==> src/rtl/if_id_pipe_reg.sv <==
// -----------------------------------------------------------------------------
// if_id_pipe_reg
// IF->ID pipeline register. Captures fetch-stage PC+4 and instruction on every
// rising edge and presents them to decode one cycle later. Supports freeze
// (hazard stall), flush (branch taken, inserts a bubble), a valid bit marking
// bubbles, and saturating stall/flush/issue counters for performance debug.
//
// Ports
//   clk             in   1      clock, rising edge
//   rst             in   1      asynchronous reset, active-low
//   freeze          in   1      hold current contents
//   flush           in   1      discard the instruction being captured
//   if_pc           in   32     PC+4 from fetch
//   if_instruction  in   32     instruction from fetch
//   id_pc           out  32     registered PC+4 for decode
//   id_instruction  out  32     registered instruction, NOP_INSTR when bubble
//   id_valid        out  1      id_instruction is a real fetched instruction
//   stall_cnt       out  CNT_W  edges with freeze=1, flush=0
//   flush_cnt       out  CNT_W  edges with flush=1
//   issue_cnt       out  CNT_W  instructions loaded for decode
//
// State table
//   state    | meaning
//   ST_EMPTY | bubble in the register, id_valid=0
//   ST_FULL  | real instruction present, id_valid=1
//   ST_HELD  | real instruction present and frozen, id_valid=1
// -----------------------------------------------------------------------------
module if_id_pipe_reg #(
    parameter logic [31:0] NOP_INSTR = 32'h0000_0000,
    parameter int          CNT_W     = 16
) (
    input  logic             clk,
    input  logic             rst,
    input  logic             freeze,
    input  logic             flush,
    input  logic [31:0]      if_pc,
    input  logic [31:0]      if_instruction,
    output logic [31:0]      id_pc,
    output logic [31:0]      id_instruction,
    output logic             id_valid,
    output logic [CNT_W-1:0] stall_cnt,
    output logic [CNT_W-1:0] flush_cnt,
    output logic [CNT_W-1:0] issue_cnt
);

    localparam logic [1:0] ST_EMPTY = 2'd0;
    localparam logic [1:0] ST_FULL  = 2'd1;
    localparam logic [1:0] ST_HELD  = 2'd2;

    localparam logic [CNT_W-1:0] CNT_ONE = 1;
    localparam logic [CNT_W-1:0] CNT_MAX = {CNT_W{1'b1}};

    logic [1:0] state_q;
    logic [1:0] state_d;
    logic       do_flush;
    logic       do_stall;
    logic       do_load;

    // flush outranks freeze, freeze outranks load
    assign do_flush = flush;
    assign do_stall = freeze & ~flush;
    assign do_load  = ~freeze & ~flush;

    always_comb begin
        state_d = state_q;
        if (do_flush) begin
            state_d = ST_EMPTY;
        end else if (do_stall) begin
            case (state_q)
                ST_FULL:  state_d = ST_HELD;
                ST_HELD:  state_d = ST_HELD;
                default:  state_d = ST_EMPTY;
            endcase
        end else begin
            state_d = ST_FULL;
        end
    end

    always_ff @(posedge clk or negedge rst) begin
        if (!rst) begin
            state_q <= ST_EMPTY;
        end else begin
            state_q <= state_d;
        end
    end

    // id_valid comes straight from the state register, so there is still no
    // combinational path from any input to any output.
    assign id_valid = (state_q != ST_EMPTY);

    always_ff @(posedge clk or negedge rst) begin
        if (!rst) begin
            id_pc          <= 32'h0000_0000;
            id_instruction <= NOP_INSTR;
        end else if (do_flush) begin
            // PC is kept on flush so the squashed address is visible for debug
            id_pc          <= if_pc;
            id_instruction <= NOP_INSTR;
        end else if (do_load) begin
            id_pc          <= if_pc;
            id_instruction <= if_instruction;
        end
    end

    always_ff @(posedge clk or negedge rst) begin
        if (!rst) begin
            stall_cnt <= '0;
            flush_cnt <= '0;
            issue_cnt <= '0;
        end else begin
            if (do_stall && stall_cnt != CNT_MAX) begin
                stall_cnt <= stall_cnt + CNT_ONE;
            end
            if (do_flush && flush_cnt != CNT_MAX) begin
                flush_cnt <= flush_cnt + CNT_ONE;
            end
            if (do_load && issue_cnt != CNT_MAX) begin
                issue_cnt <= issue_cnt + CNT_ONE;
            end
        end
    end

endmodule

==> config.mk <==
export PLATFORM = sky130hd
export DESIGN_NAME = if_id_pipe_reg
export DESIGN_NICKNAME = d
export VERILOG_FILES = /design/src/rtl/if_id_pipe_reg.sv
export SDC_FILE = /design/constraint.sdc
export NUM_CORES = 1
export LEC_CHECK = 0
export BUFFER_PORTS_ARGS = -buffer_cell sky130_fd_sc_hd__buf_2
export CAP_MARGIN = 20
export CORE_ASPECT_RATIO = 1.75
export CORE_MARGIN = 1.5
export CORE_UTILIZATION = 30
export DETAILED_ROUTE_END_ITERATION = 7
export PLACE_DENSITY = 0.51
export SLEW_MARGIN = 20
export SYNTH_ARGS = -nofsm -noshare
export SYNTH_HDL_FRONTEND = slang
export SYNTH_SLANG_ARGS = --single-unit
export TNS_END_PERCENT = 5
==> constraint.sdc <==
create_clock -name clk -period 5.86 [get_ports clk]
set_clock_uncertainty 0.2 [all_clocks]
set_input_delay 0.586 -clock clk [delete_from_list [all_inputs] [get_ports clk]]
set_output_delay 0.586 -clock clk [all_outputs]
set_load 0.05 [all_outputs]
==> qor.yml, run 1 <==
outcome:
  outcome: "finished with violations"
  violations: "negative hold slack"
floorplanning:
  die_w_um: 99.2
  ios: 181
  die-area_um2: 17000
  die_y_um: 171
  core_area_um2: 15900
  start_util_pct: 30.6
  rows: 61
critical_path:
  reg2reg_depth: 5
  critPathMaxFanout: 42
  worstReg2RegStart: "flush_cnt[0]"
  r2r_end: "flush_cnt[1]"
  reg2reg_setup_slack_ps: 3600
  critPathKind: "primary input to flip-flop"
  worst_setup_path_end_kind: "flip-flop"
  startpoint_type: "primary input"
  arrival_ps: 3460
  required_ps: 5980
drt:
  wl_per_cell_um: 15.5
  drt-pass1-iter-count: 4
  drt-initial-drc-count: 105
  vias: 3767
  drc: 0
  ant_nets: 0
  vias_per_cell: 4.82
  routed_wl_um: 12100
clocking:
  cts.htree.levels: 4
  numClockSinks: 114
  cts_resized: 0
  cts_setup_buffers: 0
  cts-root-buf: "clkbuf_16"
  cts_max_path_buffers: 2
  hold_buffers: 0
  cts_tree: "yes"
  clk_pin_slew_ps: 50
  cts_buffers: 17
  clock_latency_ps: 400
grt:
  use_met2_pct: 26.5
  grt-busiest-layer: "met2"
  global_route.usage.met3_pct: 3.74
  antenna_found_initial: 0
  grt_util_met1_pct: 15.5
  grt_pass1_vias: 3850
  grt_max_degree: 65
  grt_pass1_wl_um: 19300
  grt.overflow.total: 0
  track_usage_pct: 14.6
logic_synthesis:
  syn_area_um2: 4860
  post-synth-top-count-cell: "dfrtp_1"
  async_flop_share_pct: 100
  syn_inst: 394
  yosys-top-cells-area: "dfrtp_1 (59%), mux2_2 (8.1%), mux2i_1 (6.6%)"
  netlist.top_cell.by_area: "dfrtp_1"
  synth_seq_cells: 114
  syn_avg_cell_area_um2: 12.3
  synth_nets: 466
  seq_area_frac_synth_pct: 58.7
  synth_common_cells: "dfrtp_1 (114), nor2_1 (46), mux2_2 (35), mux2i_1 (32), xor2_1 (29)"
  synth-warning-count: 0
  synth.distinct_cells: 36
  ys.flop_type: "dfrtp_1"
  yosys.area.top_type_share_pct: 58.7
  synth_edf_count: 0
timing:
  slew_violations: 0
  clock.fmax_mhz: 299
  finalCritPeriodShare_pct: 57.0
  final-setup-viol-count: 0
  rsz0062_at_grt: "false"
  hold_ws_ps: -5.49
  tightest_slew_ps: 1050
  relSlewSlack_pct: 30.0
  finalSetupTns_ps: 0
  period_needed_ps: 3340
  hold_viol_final: 3
placement:
  gp_congestion: 0.799
  dp_hpwl_um: 8830
  io_buffers: 180
hold_path:
  hold_class: "primary input to asynchronous set/reset pin"
pwr:
  ir_drop_mv: 0.255
  powerDensity_nw_per_um2: 424
  p_leak_nw: 3.37
cells_and_area:
  drive_above_1_share_pct: 43.0
  area_growth_syn_to_layout_pct: 35.1
  final_net_count: 652
  n_antenna_cell: 0
flow_run:
  maxCapViolCount: 0
-- critical path, stage by stage --
cell and delay [ps]:
buf_2 780, nand2b_2 820, or4_4 800, nor4b_2 280
xor2_1 170
-- worst max-delay path by stage --
stage	from	cells after the start	slack, ps	endpoint
detailed placement	freeze	5	2030	stall_cnt[13]
floorplan	flush_cnt[9]	5	3480	flush_cnt[1]
global placement	freeze	5	2130	stall_cnt[13]
CTS	freeze	5	2460	stall_cnt[13]
global route	freeze	5	2280	stall_cnt[15]
finish	freeze	5	2520	stall_cnt[13]
-- power breakdown --
| part | leakage, nW | total [W] | internal [W] | switching, W |
|---|---|---|---|---|
| registers | 1.45 | 0.00101 | 0.000890 | 0.000119 |
| clock network | 0.292 | 0.00106 | 0.000692 | 0.000365 |
| logic | 1.63 | 0.000719 | 0.000186 | 0.000533 |
-- cells by family (layout without fill, tap and decap cells) --
group,after synthesis,in the layout,share of synthesized area (%)
buffers and inverters,20,219,1.65
DFF,114,114,58.7
muxes,67,67,14.7
and+or+nand+nor,141,141,15.7
xor gates and xnor gates,40,40,7.21
AOI/OAI and AO/OA,8,8,1.00
adders and majority gates,4,4,1.03
-- state kept, by name, indices dropped and copies added (netlist names) --
| name | flops |
|---|---|
| flush_cnt | 16 |
| id_instruction | 32 |
| id_pc | 32 |
| issue_cnt | 16 |
| stall_cnt | 16 |
| state_q | 2 |
-- routing by layer --
metal | vias up | wire length, µm
met5 | - | 0
met4 | 0 | 340
met3 | 18 | 670
met2 | 143 | 6660
met1 | 1840 | 4460
li1 | 1766 | -
-- area by class of cell --
type | count | area, µm²
fillers | 1577 | 9310
flip-flops and latches | 114 | 2850
multi-input cells | 260 | 1930
repair buffers | 181 | 911
clock buffers | 20 | 457
well taps | 189 | 236
clock inverters | 12 | 158
inverters | 6 | 22.5
-- through the flow --
stage	utilization [%]	instance area (µm²)	power [W]	setup WS, ps	std cells
after floorplan	-	4860	0.00152	3480	394
final	41.4	6570	0.00278	2520	782
after global placement	37.5	5950	0.00174	2130	750
after global routing	41.4	6570	0.00291	2280	782
after CTS	41.4	6570	0.00282	2460	782
after detailed placement	37.5	5950	0.00175	2030	750
-- placed cells by master (no fill, tap or decap), types with 5 or more instances in the layout --
master	instances
xnor2_1	11
xor2_1	29
mux2_2	35
dfrtp_1	114
nor3_1	13
inv_1	6
clkbuf_16	17
nor4_1	10
mux2i_1	32
nand4_1	17
nor2_1	46
nand3_1	16
a21oi_1	5
buf_2	179
nand2_1	14
(Power assumes the default switching activity.)
==> inputs of run 2 (changes only) <==
==> constraint.sdc (replaced) <==
create_clock -name clk -period 3.2 [get_ports clk]
set_clock_uncertainty 0.2 [all_clocks]
set_input_delay 0.32 -clock clk [delete_from_list [all_inputs] [get_ports clk]]
set_output_delay 0.32 -clock clk [all_outputs]
set_load 0.05 [all_outputs]
==> run 2 against run 1 <==
Compared with the run above: the flow now finishes without violations; die area did not move; worst hold slack improved by 73 ps; sequential cell count unchanged; sequential power is 82% higher; design area grew 11%; non-clock buffer count grew 69; setup slack worse by 1500 ps; global-route usage increased by 0.88 points; critical endpoint is now stall_cnt[14]; largest power group unchanged; highest routed layer unchanged.
==> qor.yml, run 2 (same netlist as run 1, synthesis figures left out) <==
clocking:
  numClockSinks: 114  # unchanged
  cts_tree: "yes"
  cts.htree.levels: 4  # unchanged
  clk_pin_slew_ps: 50  # about the same
  cts_max_path_buffers: 2  # unchanged
  clock_latency_ps: 400  # about the same
  cts_buffers: 17  # unchanged
  cts-root-buf: "clkbuf_16"
  cts_resized: 0  # unchanged
grt:
  grt_pass1_wl_um: 20600  # +6.6%
  grt_pass1_vias: 4143  # +7.6%
  grt.overflow.total: 0  # unchanged
  track_usage_pct: 15.5  # +0.88 points
  antenna_found_initial: 0  # unchanged
  grt_max_degree: 61  # -6.2%
hold_path:
  hold_class: "primary input to flip-flop"
pwr:
  p_leak_nw: 3.68  # +9.2%
  clockPowerShare_pct: 39.0  # +1.1 points
  p_switching_w: 0.00187  # +84%
  pwr-share-comb_pct: 26.2  # +0.4 points
  ir_drop_mv: 0.501  # +96%
  seq_power_share_pct: 34.8  # -1.4 points
  powerDensity_nw_per_um2: 724  # +71%
  p_int_w: 0.00341  # +93%
  switching_share_pct: 35.4  # -1.1 points
critical_path:
  startpoint_type: "flip-flop"
  critPathKind: "flip-flop to flip-flop"
  cp_common_cell: "nand4_1"
  required_ps: 3280  # -2700 ps
  critPathSlowestCell: "nor4_1"
  worst_setup_path_end_kind: "flip-flop"
  cpLargestDelayFamily: "simple AND/OR/NAND/NOR gates"
  arrival_ps: 2210  # -1250 ps
  crit_buf_inv: 0  # -1
  max_stage_delay_ps: 640  # -180 ps
  critPathMaxFanout: 7  # -83%
  cp_cell_sequence: "nand4_1, nor4_1, nand4_1, xnor2_1"
timing:
  hold_viol_final: 0  # -3
  clock.fmax_mhz: 469
  slew_violations: 0  # unchanged
  final-setup-viol-count: 0  # unchanged
  tightest_slew_ps: 750  # -300 ps
  rsz0062_at_grt: "false"
  period_needed_ps: 2130
  finalCritPeriodShare_pct: 66.6
  finalSetupTns_ps: 0  # unchanged
  relSlewSlack_pct: 50.0  # +20 points
drt:
  vias: 3961  # +5.1%
  drt-pass1-iter-count: 4  # unchanged
  drc: 0  # unchanged
  vias_per_cell: 4.65  # -3.4%
  ant_nets: 0  # unchanged
  wl_per_cell_um: 15.2  # -2.0%
  routed_wl_um: 12900  # +6.6%
  drt-initial-drc-count: 64  # -39%
placement:
  gp_congestion: 0.803  # +0.43%
  dp_hpwl_um: 9100  # +3.1%
  io_buffers: 180  # unchanged
  placed_area_um2: 5990  # +0.59%
  dp.cells: 753  # +0.40%
cells_and_area:
  reg.largest.list: "id_instruction x32, id_pc x32"
  fin_area_um2: 7300  # +11%
  final_common_cell: "buf_2"
  fin_util_pct: 46.0  # +4.6 points
  area_growth_syn_to_layout_pct: 50.3
  final_cell_mix: "buf_2 (179), dfrtp_1 (114), dlygate4sd3_1 (66), nor2_1 (46), mux2_2 (35)"
  n_antenna_cell: 0  # unchanged
  drive_above_1_share_pct: 39.1  # -3.9 points
  final_cells: 851  # +8.8%
  final_net_count: 721  # +11%
floorplanning:
  die-area_um2: 17000  # unchanged
  die_w_um: 99.2  # unchanged
  core_area_um2: 15900  # unchanged
  rows: 61  # unchanged
  ios: 181  # unchanged
  die_y_um: 171  # unchanged
  start_util_pct: 30.6  # unchanged
flow_run:
  maxCapViolCount: 0  # unchanged
outcome:
  outcome: "completed"
run 2: timing repair:
item / in CTS / in global routing
setup buffers: 0 / 0
hold endpoints to repair: 118 / 0
hold buffers: 66 / 0
run 2: metal layers:
| metal | routed length, µm | vias up | global-route usage (%) |
|---|---|---|---|
| li1 | - | 1910 | - |
| met1 | 4890 | 1910 | 16.0 |
| met2 | 6970 | 118 | 28.6 |
| met3 | 591 | 23 | 3.62 |
| met4 | 480 | 0 | 8.02 |
| met5 | 0 | - | 0 |
run 2: worst register-to-register path, stage by stage (launching register included):
cell     delay, ps
dfrtp_1        440
nand4_1        390
nor4_1         640
nand4_1        180
xnor2_1        160
run 2: metrics by stage:
step	setup WS, ps	power (W)	hold WS (ps)
6_report	1070	0.00529	67.2
3_5_place_dp	892	0.00320	227
5_1_grt	910	0.00553	69.2
2_1_floorplan	822	0.00279	-176
4_1_cts	1060	0.00537	46.3
3_3_place_gp	922	0.00318	217
run 2: worst paths after layout:
check / startpoint / endpoint / slack [ps] / cells after the start
worst min register to register: issue_cnt[15] / issue_cnt[15] / 290 / 1
worst min-delay path: freeze / state_q[0] / 70 / 2
min in group asynchronous: rst / id_pc[15] / 310 / 2
max in group asynchronous: rst / id_pc[3] / 1690 / 3
worst max register to register: stall_cnt[8] / stall_cnt[14] / 1070 / 4
worst max-delay path: stall_cnt[8] / stall_cnt[14] / 1070 / 4
run 2: area by class of cell:
| type | instances | area [µm²] |
|---|---|---|
| fillers | 1482 | 8570 |
| flip-flops and latches | 114 | 2850 |
| inverters | 6 | 22.5 |
| clock inverters | 11 | 175 |
| clock buffers | 21 | 480 |
| multi-input cells | 260 | 1930 |
| well taps | 189 | 236 |
| repair buffers | 250 | 1610 |
run 2: power by group through the flow:
stage	Combinational, W	Sequential (W)	Clock (W)
3_3_place_gp	0.00133	0.00185	0
5_1_grt	0.00146	0.00188	0.00219
4_1_cts	0.00140	0.00184	0.00213
6_report	0.00139	0.00184	0.00206
3_5_place_dp	0.00134	0.00186	0
2_1_floorplan	0.000309	0.00248	0
